[config.mk]
export PLATFORM = sky130hd
export DESIGN_NAME = yuv_to_rgb_stream
export DESIGN_NICKNAME = d
export VERILOG_FILES = /design/src/rtl/yuv_pkg.sv /design/src/rtl/yuv_chan_mac.sv /design/src/rtl/yuv_to_rgb_stream.sv
export SDC_FILE = /design/constraint.sdc
export NUM_CORES = 1
export LEC_CHECK = 0
export ABC_AREA = 1
export CAP_MARGIN = 20
export CORE_MARGIN = 4
export CORE_UTILIZATION = 30
export DETAILED_ROUTE_END_ITERATION = 16
export PLACE_DENSITY = 0.49
export SLEW_MARGIN = 20
export SYNTH_ARGS = -nofsm -noshare
export SYNTH_HDL_FRONTEND = slang
export SYNTH_SLANG_ARGS = --single-unit
[constraint.sdc]
create_clock -name i_sysclk -period 14.94 [get_ports i_sysclk]
set_clock_uncertainty 0.05 [all_clocks]
set_input_delay 2.988 -clock i_sysclk [delete_from_list [all_inputs] [get_ports i_sysclk]]
set_output_delay 2.988 -clock i_sysclk [all_outputs]
set_load 0.05 [all_outputs]
[src/rtl/yuv_pkg.sv]
// Shared constants for the YUV to RGB converter: the mode encoding, the
// Q12 coefficient table rescaled to any fractional width, and the offsets.
package yuv_pkg;

   typedef enum logic [1:0] {
      MODE_601_FULL = 2'd0,
      MODE_601_LIM  = 2'd1,
      MODE_709_LIM  = 2'd2,
      MODE_BYPASS   = 2'd3
   } yuv_mode_e;

   localparam int K_Y  = 0;
   localparam int K_RV = 1;
   localparam int K_GU = 2;
   localparam int K_GV = 3;
   localparam int K_BU = 4;

   // Rows by mode, columns kY, kRV, kGU, kGV, kBU in Q12. Bypass is an
   // identity on the Y term; the operand swap for G/B is done in the datapath.
   localparam int COEF_Q12 [4][5] = '{
      '{4096, 5743, 1410, 2925, 7258},
      '{4768, 6537, 1606, 3330, 8263},
      '{4768, 7344,  872, 2183, 8652},
      '{4096,    0,    0,    0,    0}
   };

   // Coefficient rescaled from Q12 to Q(frac), rounded to nearest.
   function automatic int coef(input logic [1:0] mode, input int idx, input int frac);
      int c;
      c = COEF_Q12[mode][idx];
      if (frac >= 12) coef = c <<< (frac - 12);
      else            coef = (c + (1 <<< (11 - frac))) >>> (12 - frac);
   endfunction

   // Luma offset: nonzero only for the limited-range modes.
   function automatic int y_off(input logic [1:0] mode, input int in_w);
      y_off = (mode == 2'd1 || mode == 2'd2) ? (16 <<< (in_w - 8)) : 0;
   endfunction

   // Chroma offset: bypass passes samples through untouched.
   function automatic int c_off(input logic [1:0] mode, input int in_w);
      c_off = (mode == 2'd3) ? 0 : (128 <<< (in_w - 8));
   endfunction

endpackage

[src/rtl/yuv_chan_mac.sv]
// One output channel: sum of three signed product terms, round-half-up,
// arithmetic shift to the output width, clamp to 0..2^OUT_W-1.
module yuv_chan_mac #(
   parameter int IN_W      = 8,
   parameter int OUT_W     = 8,
   parameter int COEF_FRAC = 12,
   parameter int PW        = 25
) (
   input  logic signed [PW-1:0] term_a,
   input  logic signed [PW-1:0] term_b,
   input  logic signed [PW-1:0] term_c,
   output logic [OUT_W-1:0]     res,
   output logic                 sat
);
   // Narrowing drops the extra input bits in the shift; widening keeps the
   // Q shift at COEF_FRAC and restores the scale with a left shift.
   localparam int SH = (IN_W >= OUT_W) ? (COEF_FRAC + IN_W - OUT_W) : COEF_FRAC;
   localparam int LS = (OUT_W > IN_W) ? (OUT_W - IN_W) : 0;
   localparam int SW = PW + 2 + LS;
   localparam logic signed [SW-1:0] HALF  = SW'(1) <<< (SH - 1);
   localparam logic signed [SW-1:0] MAX_V = (SW'(1) <<< OUT_W) - SW'(1);

   logic signed [SW-1:0] sum;
   logic signed [SW-1:0] scaled;

   // A negative full-precision sum counts as clamped even if it would round to 0.
   always_comb begin
      sum    = {{(SW-PW){term_a[PW-1]}}, term_a}
             + {{(SW-PW){term_b[PW-1]}}, term_b}
             + {{(SW-PW){term_c[PW-1]}}, term_c};
      scaled = ((sum + HALF) >>> SH) <<< LS;
      res    = '0;
      sat    = 1'b0;
      if (sum[SW-1]) begin
         res = '0;
         sat = 1'b1;
      end else if (scaled > MAX_V) begin
         res = '1;
         sat = 1'b1;
      end else begin
         res = scaled[OUT_W-1:0];
      end
   end
endmodule

[src/rtl/yuv_to_rgb_stream.sv]
// Three-stage YUV to RGB converter: S1 offset subtract, S2 multiply,
// S3 sum/round/clamp. All stages advance together; mode and last ride along.
module yuv_to_rgb_stream
   import yuv_pkg::*;
#(
   parameter int IN_W      = 8,
   parameter int OUT_W     = 8,
   parameter int COEF_FRAC = 12
) (
   input  logic             i_sysclk,
   input  logic             i_srst_n,
   input  logic             i_valid,
   output logic             o_ready,
   input  logic [IN_W-1:0]  i_Y,
   input  logic [IN_W-1:0]  i_U,
   input  logic [IN_W-1:0]  i_V,
   input  logic [1:0]       i_mode,
   input  logic             i_last,
   output logic             o_valid,
   input  logic             i_ready,
   output logic [OUT_W-1:0] o_R,
   output logic [OUT_W-1:0] o_G,
   output logic [OUT_W-1:0] o_B,
   output logic             o_last,
   output logic             o_sat
);
   localparam int DW = IN_W + 1;
   localparam int CW = COEF_FRAC + 4;
   localparam int PW = DW + CW;

   logic                 adv;
   logic                 v1, v2;
   logic signed [DW-1:0] d_y, d_u, d_v;
   logic signed [DW-1:0] yo_c, uo_c, vo_c;
   yuv_mode_e            m1, m2;
   logic                 l1, l2;
   logic signed [CW-1:0] k_y, k_rv, k_gu, k_gv, k_bu;
   logic signed [DW-1:0] ga_op, ba_op;
   logic signed [PW-1:0] n_r_a, n_r_b, n_g_a, n_g_b, n_g_c, n_b_a, n_b_b;
   logic signed [PW-1:0] t_r_a, t_r_b, t_g_a, t_g_b, t_g_c, t_b_a, t_b_b;
   logic [OUT_W-1:0]     r_n, g_n, b_n;
   logic                 sat_r, sat_g, sat_b;

   function automatic logic signed [PW-1:0] mul(input logic signed [CW-1:0] k,
                                                input logic signed [DW-1:0] d);
      mul = PW'(k) * PW'(d);
   endfunction

   assign adv     = i_ready | ~o_valid;
   assign o_ready = adv | ~i_srst_n;

   // Stage valids and output sideband; reset discards everything in flight.
   always_ff @(posedge i_sysclk) begin
      if (!i_srst_n) begin
         v1      <= 1'b0;
         v2      <= 1'b0;
         o_valid <= 1'b0;
         o_last  <= 1'b0;
         o_sat   <= 1'b0;
      end else if (adv) begin
         v1      <= i_valid;
         v2      <= v1;
         o_valid <= v2;
         o_last  <= v2 & l2;
         o_sat   <= v2 & (m2 != MODE_BYPASS) & (sat_r | sat_g | sat_b);
      end
   end

   // S1 offsets for the incoming beat's own mode.
   always_comb begin
      yo_c = DW'(y_off(i_mode, IN_W));
      uo_c = DW'(c_off(i_mode, IN_W));
      vo_c = DW'(c_off(i_mode, IN_W));
   end

   // S2 products; bypass routes U/V onto the G/B identity term.
   always_comb begin
      k_y   = CW'(coef(m1, K_Y,  COEF_FRAC));
      k_rv  = CW'(coef(m1, K_RV, COEF_FRAC));
      k_gu  = CW'(coef(m1, K_GU, COEF_FRAC));
      k_gv  = CW'(coef(m1, K_GV, COEF_FRAC));
      k_bu  = CW'(coef(m1, K_BU, COEF_FRAC));
      ga_op = (m1 == MODE_BYPASS) ? d_u : d_y;
      ba_op = (m1 == MODE_BYPASS) ? d_v : d_y;
      n_r_a = mul(k_y, d_y);
      n_r_b = mul(k_rv, d_v);
      n_g_a = mul(k_y, ga_op);
      n_g_b = -mul(k_gu, d_u);
      n_g_c = -mul(k_gv, d_v);
      n_b_a = mul(k_y, ba_op);
      n_b_b = mul(k_bu, d_u);
   end

   // Pipeline data registers; no reset, they only matter under a valid bit.
   always_ff @(posedge i_sysclk) begin
      if (adv) begin
         d_y   <= $signed({1'b0, i_Y}) - yo_c;
         d_u   <= $signed({1'b0, i_U}) - uo_c;
         d_v   <= $signed({1'b0, i_V}) - vo_c;
         m1    <= yuv_mode_e'(i_mode);
         l1    <= i_last;
         t_r_a <= n_r_a;
         t_r_b <= n_r_b;
         t_g_a <= n_g_a;
         t_g_b <= n_g_b;
         t_g_c <= n_g_c;
         t_b_a <= n_b_a;
         t_b_b <= n_b_b;
         m2    <= m1;
         l2    <= l1;
         o_R   <= r_n;
         o_G   <= g_n;
         o_B   <= b_n;
      end
   end

   yuv_chan_mac #(.IN_W(IN_W), .OUT_W(OUT_W), .COEF_FRAC(COEF_FRAC), .PW(PW)) u_mac_r (
      .term_a(t_r_a), .term_b(t_r_b), .term_c('0), .res(r_n), .sat(sat_r)
   );
   yuv_chan_mac #(.IN_W(IN_W), .OUT_W(OUT_W), .COEF_FRAC(COEF_FRAC), .PW(PW)) u_mac_g (
      .term_a(t_g_a), .term_b(t_g_b), .term_c(t_g_c), .res(g_n), .sat(sat_g)
   );
   yuv_chan_mac #(.IN_W(IN_W), .OUT_W(OUT_W), .COEF_FRAC(COEF_FRAC), .PW(PW)) u_mac_b (
      .term_a(t_b_a), .term_b(t_b_b), .term_c('0), .res(b_n), .sat(sat_b)
   );
endmodule

==> summary.txt, run 1 <==
Detail Route Antenna Nets -> 0
Final setup viols -> 0
drt via density -> 4.50
Avg Synthesized Cell Area -> 8.38 um^2
commonest non-fill, non-tap cell in the layout -> inv_1
worst path required time -> 11.90 ns
largest net degree at the start of global routing -> 71
final hold vios -> 0
clk_lat worst skew -> 0.60 ns
I/O pin cnt -> 59
status -> complete, no violations
Root Driver -> clkbuf_16
post-synthesis register bit count -> 210
Max-Cap Viols -> 0
Slew HR -> 0.267
met2 Resource Use GR -> 0.250
critical path class -> in2out
synthesized area -> 31700 um^2
first-pass GRT wire length -> 133 mm
Top FF cell, synth -> edfxtp_1
Hold Buf Count CTS -> 0
largest fanout on the critical path -> 6
Max Slew Vio Count -> 0
hold slack -> 0.379 ns
# diodes -> 0
Total Routed Length -> 84.0 mm
Post-synth EDFFs -> 205
PortBufs -> 58
Final min period -> 7.81 ns
CTS Sinks -> 210
GR Util met1 -> 0.218
gr usage total -> 0.153
Chip Width -> 333 um
CP Cell Sequence -> clkdlybuf4s50_1 > nor2_1 > nand2_1 > clkdlybuf4s50_1
Num CTS Buffers -> 35
die area -> 111000 um^2
TritonRoute pass-1 iters -> 6
Yosys warnings -> 0
Netlist cell types -> 52
Worst-Margin Slew -> 1.10 ns
Net count, final -> 4774
htree depth -> 2
register area share after synthesis -> 0.197
Routability Congestion -> 0.896
unrepaired setup endpoints after global routing -> no
worst min path class -> reg2reg
CTS tree -> built
layout cells sized above 1 -> 0.0374
Initial Util -> 0.304
Sum Neg Setup Slack -> 0 ns
Max Clk Rate -> 128 MHz
fraction of registers with async set or reset after synthesis -> 0
grt peak-use layer -> met2
Worst-path clk slew -> 0.05 ns
DP HPWL -> 72.8 mm
Layout area overhead -> 10.9%
DR DRC count -> 0
Core Footprint -> 104000 um^2
setup bufs post-CTS -> 0
Die Ht -> 333 um
Worst Setup End Kind -> output pin
# rows -> 118
WL/cell -> 15.9 um
vias in the first global route -> 24000
initial antenna violation count -> 5
crit start category -> input port
Most Frequent Cell on Critical Path -> clkdlybuf4s50_1
Via Count -> 23800
crit path DAT -> 4.77 ns
met3 Use GR -> 0.0240
Crit path largest cell delay -> 0.74 ns
Tcrit/Tclk final -> 0.523
clk buf depth -> 3
GRT overflow -> 0
commonest non-fill, non-tap cells in the layout -> 914 x inv_1, 730 x nand2_1, 549 x ha_1, 318 x fa_1, 215 x nor2_1
cell count after synthesis -> 3786
Final Core Density -> 0.337
Worst path slowest cell -> clkdlybuf4s50_1
post-cts sizing count -> 0
DRT iter0 DRCs -> 1401
final timing paths:
check / slack (ns) / cells past startpoint / to / from
worst max register to register: 7.78 / 23 / t_g_a[23] / m1[0]
worst min register to register: 0.38 / 0 / l2 / l1
worst min-delay path: 0.38 / 0 / l2 / l1
worst max-delay path: 7.13 / 4 / o_ready / i_ready
final cells by class:
class                           count  area, um^2
Fill cell                       11100       69100
Multi-Input combinational cell   2632       21900
Clock buffer                       37         883
Clock inverter                     25         228
Sequential cell                   210        6260
Inverter                          928        3490
Tap cell                         1380        1730
Timing Repair Buffer               69         663
synth_stat cells (10+ instances only):
cell,count,share of area
xor2_1,113,0.031
nand4_1,47,0.0093
a31oi_1,10,0.0020
edfxtp_1,205,0.19
nand3_1,135,0.021
nand2_1,730,0.086
xnor2_1,39,0.011
o21ai_0,83,0.013
ha_1,549,0.22
nor2_2,19,0.0037
clkbuf_1,19,0.0022
inv_1,915,0.11
nand2_2,24,0.0047
fa_1,318,0.20
a21oi_1,213,0.034
inv_2,10,0.0012
o21bai_1,16,0.0038
nor2_1,215,0.025
nor3_1,23,0.0036
per-stage QoR:
stage          setup slack [ns]  cells  cell area [um^2]
2_1_floorplan              7.02   3792             31700
3_3_place_gp               7.15   5219             34000
3_5_place_dp               7.15   5219             34000
4_1_cts                    7.14   5281             35200
5_1_grt                    7.02   5281             35200
6_report                   7.13   5281             35200
worst max-delay path, delay by kind of cell:
| kind | cells | cell delay (ns) |
|---|---|---|
| buf+inv | 2 | 1.14 |
| simple gates | 2 | 0.64 |
layer usage:
metal	wire, um	part of all wire
met1	40800	0.49
met4	1220	0.015
met5	0	0
met2	38100	0.45
met3	3820	0.045
sequential cells by signal, indices dropped and copies added (netlist names), 20 cells and up:
register and count:
t_b_a 20, t_b_b 20, t_g_a 20, t_g_b 24, t_g_c 24, t_r_a 20
t_r_b 20
cell families (layout without fill, tap and decap cells):
family	count (synthesis)	in the layout	synth area share
DFF	210	210	0.197
and+or+nand+nor	1229	1229	0.165
buffers and inverters	950	1059	0.113
adders and majority gates	867	867	0.417
other	2	8	0.000237
xor gates and xnor gates	152	152	0.0420
AOI/OAI and AO/OA	376	376	0.0652
Power of run 1 is left out: the tool's default activity adds up to more than one toggle a clock period on the data nets, which glitch-free logic cannot reach.
==> run 2, diff against run 1 <==
--- a/config.mk
+++ b/config.mk
@@ -10,7 +10,7 @@
 export CORE_MARGIN = 4
 export CORE_UTILIZATION = 30
 export DETAILED_ROUTE_END_ITERATION = 16
-export PLACE_DENSITY = 0.49
+export PLACE_DENSITY = 0.51
 export SLEW_MARGIN = 20
 export SYNTH_ARGS = -nofsm -noshare
 export SYNTH_HDL_FRONTEND = slang
==> constraint.sdc (replaced) <==
create_clock -name i_sysclk -period 7.1 [get_ports i_sysclk]
set_clock_uncertainty 0.05 [all_clocks]
set_input_delay 1.42 -clock i_sysclk [delete_from_list [all_inputs] [get_ports i_sysclk]]
set_output_delay 1.42 -clock i_sysclk [all_outputs]
set_load 0.05 [all_outputs]
==> run 2 against run 1 <==
- core utilization about the same
- clock-buffer cell count down 5
- cell count rose by 0.21%
- worst hold slack improved by 0.047 ns
- critical path depth rose by 22
- global-route usage rose by 0.15 points
- register-to-register slack worse by 7.1 ns
- sequential share of layout area hardly changed
- highest routed layer unchanged
==> summary.txt, run 2 (same netlist as run 1, synthesis figures left out) <==
PortBufs -> 58 (unchanged)
CTS tree -> built
DP HPWL -> 74.9 mm (+2.9%)
Max Clk Rate -> 155 MHz
DR DRC count -> 0 (unchanged)
Net count, final -> 4787 (+0.27%)
Chip Width -> 333 um (unchanged)
unrepaired setup endpoints after global routing -> no
worst min path class -> reg2reg
post-cts sizing count -> 0 (unchanged)
I/O pin cnt -> 59 (unchanged)
Slew HR -> 0.312 (+0.0455)
drt via density -> 4.51 (+0.25%)
Worst-Margin Slew -> 1.03 ns (-0.0683 ns)
crit path DAT -> 6.75 ns (+1.98 ns)
WL/cell -> 16.1 um (+1.4%)
Layout area overhead -> 10.8% (about the same)
Total Routed Length -> 85.3 mm (+1.6%)
GRT overflow -> 0 (unchanged)
Final Core Density -> 0.337 (about the same)
Die Ht -> 333 um (unchanged)
gr usage total -> 0.155 (+0.00146)
Routability Congestion -> 0.936 (+4.5%)
Via Count -> 23900 (+0.46%)
first-pass GRT wire length -> 136 mm (+1.6%)
largest net degree at the start of global routing -> 74 (+4.2%)
critical path class -> reg2reg
Worst-path clk slew -> 0.06 ns (about the same)
Detail Route Antenna Nets -> 0 (unchanged)
vias in the first global route -> 24300 (+1.3%)
CTS Sinks -> 210 (unchanged)
Tcrit/Tclk final -> 0.908
worst path required time -> 7.41 ns (-4.49 ns)
setup bufs post-CTS -> 0 (unchanged)
largest fanout on the critical path -> 29 (+23)
Root Driver -> clkbuf_16
Core Footprint -> 104000 um^2 (unchanged)
commonest non-fill, non-tap cell in the layout -> inv_1
Sum Neg Setup Slack -> 0 ns (unchanged)
Final min period -> 6.44 ns
Initial Util -> 0.304 (unchanged)
Worst Setup End Kind -> flop
status -> complete, no violations
Final setup viols -> 0 (unchanged)
# rows -> 118 (unchanged)
initial antenna violation count -> 1 (-4)
Num CTS Buffers -> 28 (-20%)
DRT iter0 DRCs -> 1532 (+9.4%)
layout cells sized above 1 -> 0.0412 (+0.00375)
Regs by FF count -> t_g_b (24), t_g_c (24)
die area -> 111000 um^2 (unchanged)
clk_lat worst skew -> 0.62 ns (+0.02 ns)
htree depth -> 1 (-1)
Max Slew Vio Count -> 0 (unchanged)
Hold Buf Count CTS -> 0 (unchanged)
Max-Cap Viols -> 0 (unchanged)
clk buf depth -> 3 (unchanged)
TritonRoute pass-1 iters -> 6 (unchanged)
final hold vios -> 0 (unchanged)
commonest non-fill, non-tap cells in the layout -> 914 x inv_1, 730 x nand2_1, 549 x ha_1, 318 x fa_1, 215 x nor2_1
crit start category -> flop
==> run 2: cell count changes in the layout (fill, tap and decap cells not counted), moves of 2 or more <==
| cell | before | now |
|---|---|---|
| clkbuf_8 | 0 | 2 |
| inv_6 | 1 | 6 |
| buf_4 | 11 | 31 |
| clkinv_2 | 6 | 4 |
| diode_2 | 0 | 2 |
| clkbuf_16 | 35 | 28 |
| clkinv_1 | 10 | 4 |
==> run 2: final timing paths <==
check,slack [ns],from,depth (start not counted),end
hold reg to reg,0.43,o_sat,2,o_sat
setup / recovery,0.66,m1[0],26,t_b_a[23]
hold / removal,0.43,o_sat,2,o_sat
setup reg to reg,0.66,m1[0],26,t_b_a[23]
==> run 2: routing by layer <==
layer	GRT usage	wire length (um)
met1	0.216	40600
met2	0.249	37800
met3	0.0255	4440
met4	0.0435	2580
met5	0	0
==> run 2: final cells by class <==
cell class,instances,area [um^2]
flip-flops and latches,210,6260
clock inverters,19,198
clock buffers,32,736
fillers,11000,69100
inverters,928,3490
multi-input cells,2632,21900
repair buffers,89,813
well taps,1380,1730
diodes,2,5.00
==> run 2: per-stage QoR <==
stage / worst slack [ns] / std cells / area (um^2) / hold WS [ns]
global route: 0.165 / 5290 / 35100 / 0.439
global placement: 0.712 / 5239 / 34200 / 0.409
finish: 0.656 / 5292 / 35100 / 0.427
detailed placement: 0.646 / 5239 / 34200 / 0.422
floorplan: 0.610 / 3792 / 31700 / 0.350
CTS: 0.636 / 5290 / 35100 / 0.434
==> run 2: worst max-delay path, cell delays in order (launching register included) <==
cell	delay, ns
edfxtp_1	0.38
buf_4	0.25
ha_1	0.24
buf_4	0.25
nor2_1	0.42
o21bai_1	0.28
nor2_1	0.14
ha_1	0.33
inv_1	0.06
fa_1	0.46
fa_1	0.56
inv_1	0.06
fa_1	0.47
ha_1	0.32
ha_1	0.35
a21oi_1	0.14
nand2_1	0.09
a21boi_0	0.30
o21ai_0	0.19
a21oi_1	0.16
o21bai_1	0.10
nand2_1	0.07
nand2_1	0.05
a21oi_1	0.18
inv_1	0.06
a21oi_1	0.15
xor2_1	0.09
Power of run 2 is left out for the same reason.
==> run 3, diff against run 2 <==
--- a/config.mk
+++ b/config.mk
@@ -6,7 +6,6 @@
 export NUM_CORES = 1
 export LEC_CHECK = 0
 export ABC_AREA = 1
-export CAP_MARGIN = 20
 export CORE_MARGIN = 4
 export CORE_UTILIZATION = 30
 export DETAILED_ROUTE_END_ITERATION = 16
==> results of run 3 <==
Final layout, timing and power as in run 2 (identical DEF).
Power of run 3 is left out for the same reason.
